<file path="src/rtl/ariane_pkg.sv">
// Minimal ariane_pkg providing the decoded-instruction record carried by the
// decode/issue queue.
package ariane_pkg;

  typedef struct packed {
    logic [31:0] pc;
    logic [3:0]  fu;
    logic [4:0]  rd;
    logic [31:0] result;
  } scoreboard_entry_t;

endpackage

</file>
<file path="src/rtl/decode_issue_queue_if.sv">
// Decoder-side and issue-side handshake bundle for decode_issue_queue.
// Signal names keep the queue's point of view (_i into the queue, _o out of it).
interface decode_issue_queue_if #(
  parameter int unsigned DEPTH = 4
);
  localparam int unsigned CW = $clog2(DEPTH) + 1;

  logic                          flush_i;
  ariane_pkg::scoreboard_entry_t decoded_entry_i;
  logic                          decoded_entry_valid_i;
  logic                          is_ctrl_flow_i;
  logic                          decoded_instr_ack_o;
  ariane_pkg::scoreboard_entry_t issue_entry_o;
  logic                          issue_entry_valid_o;
  logic                          is_ctrl_flow_o;
  logic                          issue_instr_ack_i;
  logic [CW-1:0]                 occupancy_o;
  logic [CW-1:0]                 ctrl_pending_o;

  modport master (
    output flush_i, decoded_entry_i, decoded_entry_valid_i, is_ctrl_flow_i, issue_instr_ack_i,
    input  decoded_instr_ack_o, issue_entry_o, issue_entry_valid_o, is_ctrl_flow_o,
           occupancy_o, ctrl_pending_o
  );

  modport slave (
    input  flush_i, decoded_entry_i, decoded_entry_valid_i, is_ctrl_flow_i, issue_instr_ack_i,
    output decoded_instr_ack_o, issue_entry_o, issue_entry_valid_o, is_ctrl_flow_o,
           occupancy_o, ctrl_pending_o
  );

endinterface

</file>
<file path="src/rtl/decode_issue_queue.sv">
// Decode-to-issue instruction queue: circular FIFO between decoder and issue stage
// that also caps how many control-flow instructions may be queued at once.
module decode_issue_queue #(
  parameter int unsigned DEPTH    = 4,
  parameter int unsigned MAX_CTRL = 1
) (
  input logic                 clk_i,
  input logic                 rst_ni,
  decode_issue_queue_if.slave q
);

  localparam int unsigned   PW         = $clog2(DEPTH);
  localparam int unsigned   CW         = $clog2(DEPTH) + 1;
  localparam logic [CW-1:0] FULL_CNT   = CW'(DEPTH);
  localparam logic [CW-1:0] CTRL_LIMIT = CW'(MAX_CTRL);

  ariane_pkg::scoreboard_entry_t [DEPTH-1:0] mem_q, mem_d;
  logic [DEPTH-1:0] ctrl_q, ctrl_d;
  logic [PW-1:0]    rptr_q, rptr_d;
  logic [PW-1:0]    wptr_q, wptr_d;
  logic [CW-1:0]    cnt_q, cnt_d;
  logic [CW-1:0]    ctrl_cnt_q, ctrl_cnt_d;

  logic ack_s;
  logic push_s;
  logic pop_s;
  logic ctrl_push_s;
  logic ctrl_pop_s;

  // Acceptance looks only at registered occupancy; a same-cycle pop never frees a slot early
  always_comb begin
    ack_s = 1'b0;
    if (!q.flush_i && (cnt_q < FULL_CNT) &&
        !(q.is_ctrl_flow_i && (cnt_q != FULL_CNT + CW'(1)) && (ctrl_cnt_q == CTRL_LIMIT))) begin
      ack_s = 1'b1;
    end else begin
      ack_s = 1'b0;
    end
    push_s      = q.decoded_entry_valid_i & ack_s;
    pop_s       = (cnt_q != {CW{1'b0}}) & q.issue_instr_ack_i;
    ctrl_push_s = push_s & q.is_ctrl_flow_i;
    ctrl_pop_s  = pop_s & ctrl_q[rptr_q];
  end

  // Next-state for storage, pointers and counters; flush overrides push and pop
  always_comb begin
    mem_d      = mem_q;
    ctrl_d     = ctrl_q;
    rptr_d     = rptr_q;
    wptr_d     = wptr_q;
    cnt_d      = cnt_q;
    ctrl_cnt_d = ctrl_cnt_q;
    if (q.flush_i) begin
      rptr_d     = {PW{1'b0}};
      wptr_d     = {PW{1'b0}};
      cnt_d      = {CW{1'b0}};
      ctrl_cnt_d = {CW{1'b0}};
    end else begin
      if (push_s) begin
        mem_d[wptr_q]  = q.decoded_entry_i;
        ctrl_d[wptr_q] = q.is_ctrl_flow_i;
        wptr_d         = wptr_q + PW'(1);
      end else begin
        wptr_d = wptr_q;
      end
      if (pop_s) begin
        rptr_d = rptr_q + PW'(1);
      end else begin
        rptr_d = rptr_q;
      end
      case ({push_s, pop_s})
        2'b10:   cnt_d = cnt_q + CW'(1);
        2'b01:   cnt_d = cnt_q - CW'(1);
        default: cnt_d = cnt_q;
      endcase
      case ({ctrl_push_s, ctrl_pop_s})
        2'b10:   ctrl_cnt_d = ctrl_cnt_q + CW'(1);
        2'b01:   ctrl_cnt_d = ctrl_cnt_q - CW'(1);
        default: ctrl_cnt_d = ctrl_cnt_q;
      endcase
    end
  end

  // State registers; reset wipes slots too so the head reads as zero while held in reset
  always_ff @(posedge clk_i or negedge rst_ni) begin
    if (!rst_ni) begin
      mem_q      <= '0;
      ctrl_q     <= {DEPTH{1'b0}};
      rptr_q     <= {PW{1'b0}};
      wptr_q     <= {PW{1'b0}};
      cnt_q      <= {CW{1'b0}};
      ctrl_cnt_q <= {CW{1'b0}};
    end else begin
      mem_q      <= mem_d;
      ctrl_q     <= ctrl_d;
      rptr_q     <= rptr_d;
      wptr_q     <= wptr_d;
      cnt_q      <= cnt_d;
      ctrl_cnt_q <= ctrl_cnt_d;
    end
  end

  assign q.decoded_instr_ack_o = ack_s;
  assign q.issue_entry_o       = mem_q[rptr_q];
  assign q.is_ctrl_flow_o      = ctrl_q[rptr_q];
  assign q.issue_entry_valid_o = (cnt_q != {CW{1'b0}});
  assign q.occupancy_o         = cnt_q;
  assign q.ctrl_pending_o      = ctrl_cnt_q;

endmodule

</file>
<file path="src/flat_wrapper.sv">
// flat-port wrapper written by rule: the top's interface ports become plain ports
module decode_issue_queue_flat 
#(
  parameter int unsigned DEPTH    = 4,
  parameter int unsigned MAX_CTRL = 1
)
  (clk_i, rst_ni, q_flush_i, q_decoded_entry_i, q_decoded_entry_valid_i, q_is_ctrl_flow_i, q_issue_instr_ack_i, q_decoded_instr_ack_o, q_issue_entry_o, q_issue_entry_valid_o, q_is_ctrl_flow_o, q_occupancy_o, q_ctrl_pending_o);
  decode_issue_queue_if #(.DEPTH(DEPTH)) q_i ();
  input logic clk_i;
  input logic rst_ni;
  input wire logic [$bits(q_i.flush_i)-1:0] q_flush_i;
  input wire logic [$bits(q_i.decoded_entry_i)-1:0] q_decoded_entry_i;
  input wire logic [$bits(q_i.decoded_entry_valid_i)-1:0] q_decoded_entry_valid_i;
  input wire logic [$bits(q_i.is_ctrl_flow_i)-1:0] q_is_ctrl_flow_i;
  input wire logic [$bits(q_i.issue_instr_ack_i)-1:0] q_issue_instr_ack_i;
  output wire logic [$bits(q_i.decoded_instr_ack_o)-1:0] q_decoded_instr_ack_o;
  output wire logic [$bits(q_i.issue_entry_o)-1:0] q_issue_entry_o;
  output wire logic [$bits(q_i.issue_entry_valid_o)-1:0] q_issue_entry_valid_o;
  output wire logic [$bits(q_i.is_ctrl_flow_o)-1:0] q_is_ctrl_flow_o;
  output wire logic [$bits(q_i.occupancy_o)-1:0] q_occupancy_o;
  output wire logic [$bits(q_i.ctrl_pending_o)-1:0] q_ctrl_pending_o;
  assign q_i.flush_i = q_flush_i;
  assign q_i.decoded_entry_i = q_decoded_entry_i;
  assign q_i.decoded_entry_valid_i = q_decoded_entry_valid_i;
  assign q_i.is_ctrl_flow_i = q_is_ctrl_flow_i;
  assign q_i.issue_instr_ack_i = q_issue_instr_ack_i;
  assign q_decoded_instr_ack_o = q_i.decoded_instr_ack_o;
  assign q_issue_entry_o = q_i.issue_entry_o;
  assign q_issue_entry_valid_o = q_i.issue_entry_valid_o;
  assign q_is_ctrl_flow_o = q_i.is_ctrl_flow_o;
  assign q_occupancy_o = q_i.occupancy_o;
  assign q_ctrl_pending_o = q_i.ctrl_pending_o;
  decode_issue_queue #(.DEPTH(DEPTH), .MAX_CTRL(MAX_CTRL)) u_core (.clk_i(clk_i), .rst_ni(rst_ni), .q(q_i));
endmodule
</file>
<file path="config.mk">
export PLATFORM = sky130hd
export DESIGN_NAME = decode_issue_queue_flat
export DESIGN_NICKNAME = d
export VERILOG_FILES = /design/src/rtl/ariane_pkg.sv /design/src/rtl/decode_issue_queue_if.sv /design/src/rtl/decode_issue_queue.sv /design/src/flat_wrapper.sv
export SDC_FILE = /design/constraint.sdc
export NUM_CORES = 1
export LEC_CHECK = 0
export CORE_MARGIN = 2
export CORE_UTILIZATION = 25
export DETAILED_ROUTE_END_ITERATION = 8
export GPL_ROUTABILITY_DRIVEN = 0
export GPL_TIMING_DRIVEN = 0
export PLACE_DENSITY = 0.52
export SYNTH_ARGS = -nofsm -noshare
export SYNTH_HDL_FRONTEND = slang
export SYNTH_SLANG_ARGS = --single-unit
</file>
<file path="constraint.sdc">
create_clock -name clk_i -period 2.8 [get_ports clk_i]
set_clock_uncertainty 0.05 [all_clocks]
set_input_delay 0.42 -clock clk_i [delete_from_list [all_inputs] [get_ports clk_i]]
set_output_delay 0.42 -clock clk_i [all_outputs]
set_load 0.02 [all_outputs]
</file>
==> flow_metrics.env, run 1 <==
export IMPL_root_buffer="clkbuf_16"
export IMPL_grt_pass1_vias=8453
export IMPL_rr_endpoint="u_core.q.occupancy_o[2]"
export IMPL_vias=7587
export IMPL_dpl_worst_slack_ns=-0.6084
export IMPL_wirelength_um=33230
export IMPL_die_x_um=236.7
export IMPL_fin_area_um2=17390
export IMPL_place_area_um2=16090
export IMPL_relSlewSlack_pct=64.55
export IMPL_setup_viol=0
export IMPL_cp_end_kind="output pin"
export IMPL_finalWorstSetupSlack_ns=0.09650
export IMPL_ant_nets=0
export IMPL_irDropWorstVdd_mv=0.4938
export IMPL_post_dp_hpwl_um=22100
export IMPL_fin_crit_sh_pct=96.55
export IMPL_syn_inst=788
export IMPL_synth_seq_cells=306
export IMPL_drt_iter0_drc=189
export IMPL_clock_path_buffers=3
export IMPL_maxCapViolCount=0
export IMPL_layout_drive_gt1_share_pct=24.48
export IMPL_ys_warn_count=0
export IMPL_nNetsFinal=1082
export IMPL_grt_pass1_wl_um=52460
export IMPL_numPortBuffers=160
export IMPL_cts_tree="built"
export IMPL_cts_buffers=39
export IMPL_area_growth_pct=28.47
export IMPL_grt_antenna_before_repair=2
export IMPL_required_ns=2.33
export IMPL_num_rows=85
export IMPL_synth_nets=875
export IMPL_outcome="complete, no violations"
export IMPL_power_density_nw_per_um2=1087
export IMPL_post_route_util_pct=32.37
export IMPL_final_hold_viol_count=0
export IMPL_start_util_pct=25.20
export IMPL_num_io_pins=161
export IMPL_cts_sinks=306
export IMPL_cp_start_kind="flop"
export IMPL_post_route_min_period_ns=2.704
export IMPL_grt_max_degree=86
export IMPL_r2r_setup_slack_ns=0.51
export IMPL_layout_commonest_cell="dfrtp_1"
export IMPL_clk_latency_ns=0.55
export IMPL_dr_pass1_iters=4
export IMPL_crit_arrival_ns=2.23
export IMPL_finalMaxSlewViolations=0
export IMPL_layout_common_cells="dfrtp_1, mux2_1, clkdlybuf4s50_1"
export IMPL_leakagePower_nw=7.762
export IMPL_ys_types=37
export IMPL_max_freq_mhz=369.9
export IMPL_drt_vias_per_instance=4.426
export IMPL_rr_worst_depth=7
export IMPL_die_y_um=236.7
export IMPL_h_tree_depth=2
export IMPL_crit_fanout=3
export IMPL_r2r_start="u_core.q.ctrl_pending_o[1]"
export IMPL_avgSynthCellArea_um2=17.17
export IMPL_syn_area_um2=13530
export IMPL_cts_reportedPaths_clkPinSlew_ns=0.06
export IMPL_hold_path_class="in -> async"
export IMPL_post_drt_wl_per_cell_um=19.39
export IMPL_rsz0062_at_grt="no"
export IMPL_die_area_um2=56010
export IMPL_hold_slack_ns=0.3777
export IMPL_drc=0
export IMPL_core_um2=53710
export IMPL_tightest_slew_ns=0.5317
export IMPL_grt_usage_pct=12.33
export IMPL_overflow=0
export IMPL_seq_area_frac_synth_pct=56.58
export IMPL_path_class="reg -> out"
[critical path: stages (launching register included)]
cell and delay (ns):
dfrtp_2 0.43, buf_4 0.13, mux4_2 0.54, clkdlybuf4s50_1 0.59
[flip-flops by register name, summed over array words and instances (netlist names)]
name and cells:
u_core.wptr_q 2, u_core.ctrl_q 4, u_core.rptr_q 2, u_core.q.occupancy_o 3
u_core.q.ctrl_pending_o 3, u_core.mem_q 292
[synth_stat cells, drive strengths merged]
library cell  count  area (um^2)
mux4             74         1667
nor2              8        37.54
nand4             3        18.77
o31a              1        8.760
inv               4        15.01
nor3              4        20.02
xnor3             1        22.52
a211o             2        17.52
fa                1        20.02
mux2i             3        30.03
a31oi             1        6.260
and3              1        6.260
buf              42        382.9
a21oi             1        5.000
and2              1        6.260
mux2            297         3344
or3b              2        20.02
dfrtp           306         7657
nor2b             1        6.260
a211oi            2        15.01
clkbuf            8        30.03
nand3             1        5.000
or3               1        6.260
nand2b            2        12.51
nor3b             1        7.510
nand2             6        22.52
xor2              1        8.760
o21ai             1        5.000
o21a              2        15.01
ha                7        87.58
xnor2             2        17.52
and3b             1        8.760
[worst max path at each step]
stage / cells past startpoint / slack, ns / startpoint / endpoint
2_1_floorplan: 7 / 0.53 / u_core.q.ctrl_pending_o[1] / u_core.q.occupancy_o[2]
3_3_place_gp: 1 / -12.63 / rst_ni / u_core.q.ctrl_pending_o[2]
3_5_place_dp: 4 / -0.61 / u_core.rptr_q[1] / q_issue_entry_o[33]
4_1_cts: 4 / -0.02 / u_core.rptr_q[0] / q_issue_entry_o[18]
5_1_grt: 4 / 0.006 / u_core.rptr_q[0] / q_issue_entry_o[49]
6_report: 3 / 0.1 / u_core.rptr_q[0] / q_is_ctrl_flow_o
[final cells by class]
cell class | count | area (um^2)
antenna | 1 | 2.502
clock inverter | 14 | 167.7
timing repair buffer | 167 | 1648
inverter | 4 | 15.01
clock buffer | 49 | 1044
fill | 5258 | 36320
buffer | 49 | 531.8
multi-input combinational | 428 | 5448
tap | 696 | 870.8
sequential | 306 | 7659
[kinds of logic after synthesis]
kind of cell | count (synthesis) | share of synthesized area (%)
compound gates | 10 | 0.5362
fa+ha+maj | 8 | 0.7951
mux | 374 | 37.25
simple gates | 32 | 1.313
flops | 306 | 56.58
buf+inv | 54 | 3.162
xor+xnor | 4 | 0.3606
[where the power goes]
| part | switching [mW] | total, mW | leakage, nW | internal [mW] |
|---|---|---|---|---|
| Combinational | 3.37 | 7.12 | 3.24 | 3.75 |
| Sequential | 0.831 | 6.94 | 3.93 | 6.11 |
| Clock | 1.93 | 4.84 | 0.587 | 2.91 |
| Total | 6.13 | 18.9 | 7.76 | 12.8 |
[routing by layer]
metal  global-route usage (%)  vias up  wire (um)  part of all wire [%]
li1                         -     3378          -                     -
met4                    4.143        2        813                   2.4
met5                        0        -         13                 0.039
met2                    20.01      148      15730                    47
met1                    16.08     4005      15020                    45
met3                    3.113       54       1648                   5.0
[what timing repair did]
item | in CTS | in global routing
endpoints found under the setup margin | 75 | 37
setup buffers | 2 | 1
hold endpoints to repair | 62 | 0
gates resized for setup | 121 | 5
hold buffers | 1 | 0
[metrics by stage]
| step | instances | TNS (ns) | power, mW |
|---|---|---|---|
| after global routing | 1714 | 0 | 20.16 |
| after global placement | 1644 | -3887.19 | 14.60 |
| after CTS | 1712 | -0.1872 | 19.31 |
| final | 1714 | 0 | 18.89 |
| after detailed placement | 1647 | -32.57 | 14.74 |
| after floorplan | 788 | 0 | 11.50 |
Note: power is estimated with default switching activity, not from simulation.
==> run 2: changes to the inputs <==
Settings changed: DONT_BUFFER_PORTS from default to 1, PLACE_DENSITY 0.52 to 0.5.
Clock period 2.8 ns to 2.26 ns, I/O delays scaled along.
==> run 2 against run 1 <==
The run now ends with hold timing, setup timing left. Global-route usage up 0.12 points. Critical path type unchanged. Critical endpoint is now q_issue_entry_o[0]. Via count up 0.17%. Critical path depth is the same. First-iteration DRC count grew 85%. Worst setup slack worse by 0.22 ns. Sequential power is 26% higher. Register-to-register slack lost 0.48 ns. Die area stayed put.
==> flow_metrics.env, run 2 (same netlist as run 1, synthesis figures left out) <==
export IMPL_layout_commonest_cell="dfrtp_1"
export IMPL_reg_top3="u_core.mem_q x292, u_core.ctrl_q x4"
export IMPL_drt_vias_per_instance=4.551
export IMPL_cp_end_kind="output pin"
export IMPL_outcome="finished, violations left"
export IMPL_dp_cells=1484
export IMPL_layout_common_cells="dfrtp_1, mux2_4, dlygate4sd3_1"
export IMPL_h_tree_depth=2
export IMPL_wirelength_um=38040
export IMPL_place_area_um2=14410
export IMPL_post_dp_hpwl_um=21200
export IMPL_root_buffer="clkbuf_16"
export IMPL_core_um2=53710
export IMPL_grt_pass1_wl_um=52720
export IMPL_start_util_pct=25.20
export IMPL_vias=7600
export IMPL_dr_pass1_iters=4
export IMPL_die_x_um=236.7
export IMPL_grt_max_degree=307
export IMPL_grt_usage_pct=12.45
export IMPL_hold_slack_ns=-0.5598
export IMPL_post_route_min_period_ns=2.383
export IMPL_cp_start_kind="flop"
export IMPL_violations="hold timing, setup timing"
export IMPL_layout_cells_non_filler=1670
export IMPL_tightest_slew_ns=1.385
export IMPL_hold_path_class="in -> async"
export IMPL_cts_tree="built"
export IMPL_clock_path_buffers=3
export IMPL_relSlewSlack_pct=7.645
export IMPL_crit_arrival_ns=1.99
export IMPL_post_route_util_pct=34.43
export IMPL_regMostFlops="u_core.mem_q"
export IMPL_cts_sinks=306
export IMPL_post_drt_wl_per_cell_um=22.78
export IMPL_grt_pass1_vias=8191
export IMPL_setup_viol=64
export IMPL_fin_crit_sh_pct=105.5
export IMPL_nNetsFinal=1036
export IMPL_clk_latency_ns=0.54
export IMPL_cts_buffers=38
export IMPL_fin_area_um2=18490
export IMPL_num_io_pins=161
export IMPL_ctsHoldBuffers=75
export IMPL_ant_nets=0
export IMPL_leakagePower_nw=8.629
export IMPL_die_y_um=236.7
export IMPL_area_growth_pct=36.66
export IMPL_path_class="reg -> out"
export IMPL_final_hold_viol_count=306
export IMPL_required_ns=1.87
export IMPL_max_freq_mhz=419.6
export IMPL_irDropWorstVdd_mv=0.5416
export IMPL_finalMaxSlewViolations=0
export IMPL_drt_iter0_drc=349
export IMPL_numPortBuffers=0
export IMPL_cts_reportedPaths_clkPinSlew_ns=0.06
export IMPL_die_area_um2=56010
export IMPL_total_power_mw=23.94
export IMPL_power_density_nw_per_um2=1295
export IMPL_largest_register_ff_count=292
export IMPL_grt_antenna_before_repair=4
export IMPL_overflow=0
export IMPL_crit_fanout=10
export IMPL_diodes=0
export IMPL_maxCapViolCount=0
export IMPL_rsz0062_at_grt="yes"
export IMPL_layout_drive_gt1_share_pct=50.10
export IMPL_drc=0
export IMPL_finalWorstSetupSlack_ns=-0.1233
export IMPL_num_rows=85
[run 2: power breakdown]
part / switching, mW / total, mW / leakage (nW) / internal, mW
sequential: 1.17 / 8.74 / 3.93 / 7.57
combinational: 4.13 / 9.15 / 4.09 / 5.01
clock: 2.40 / 6.05 / 0.611 / 3.66
total: 7.70 / 23.9 / 8.63 / 16.2
[run 2: final cells by class]
class	count	area, um^2
plain buffers	49	824.5
inverters	4	15.01
multi-input cells	428	6247
clock buffers	56	1120
fillers	5147	35210
well taps	696	870.8
repair buffers	122	1633
flip-flops and latches	306	7662
clock inverters	9	121.4
[run 2: final timing paths]
path	from	end	slack (ns)	cells after the start
max in group asynchronous	rst_ni	u_core.q.occupancy_o[2]	1.50	0
worst max-delay path	u_core.rptr_q[0]	q_issue_entry_o[0]	-0.12	3
worst max register to register	u_core.q.ctrl_pending_o[1]	u_core.mem_q[213]	0.03	9
worst min register to register	u_core.mem_q[32]	u_core.mem_q[32]	0.44	1
min in group clk_i	q_flush_i	u_core.q.ctrl_pending_o[2]	0.07	3
worst min-delay path	rst_ni	u_core.mem_q[287]	-0.56	0
[run 2: what timing repair did]
action,4_1_cts,5_1_grt
setup buffers,7,15
pin swaps,4,4
gates cloned,3,24
hold endpoints to repair,604,306
resized for setup,73,257
endpoints found under the setup margin,316,277
[run 2: per-layer routing]
metal	track usage [%]	vias to the layer above	wire, um
li1	-	3284	-
met1	16.24	4103	17160
met2	19.93	147	17870
met3	3.509	58	2120
met4	4.124	8	841
met5	0	-	48
[run 2: critical path: stages (launching register included)]
cell     delay [ns]
dfrtp_2        0.43
buf_12         0.20
buf_12         0.17
mux4_2         0.62
[run 2: per-stage QoR]
stage | setup TNS [ns] | worst slack, ns
final | -4.631 | -0.1233
after global placement | -46.22 | -0.7756
after CTS | -9.310 | -0.1814
after detailed placement | -52.93 | -0.7580
after floorplan | 0 | 0.04552
after global routing | -14.73 | -0.1889
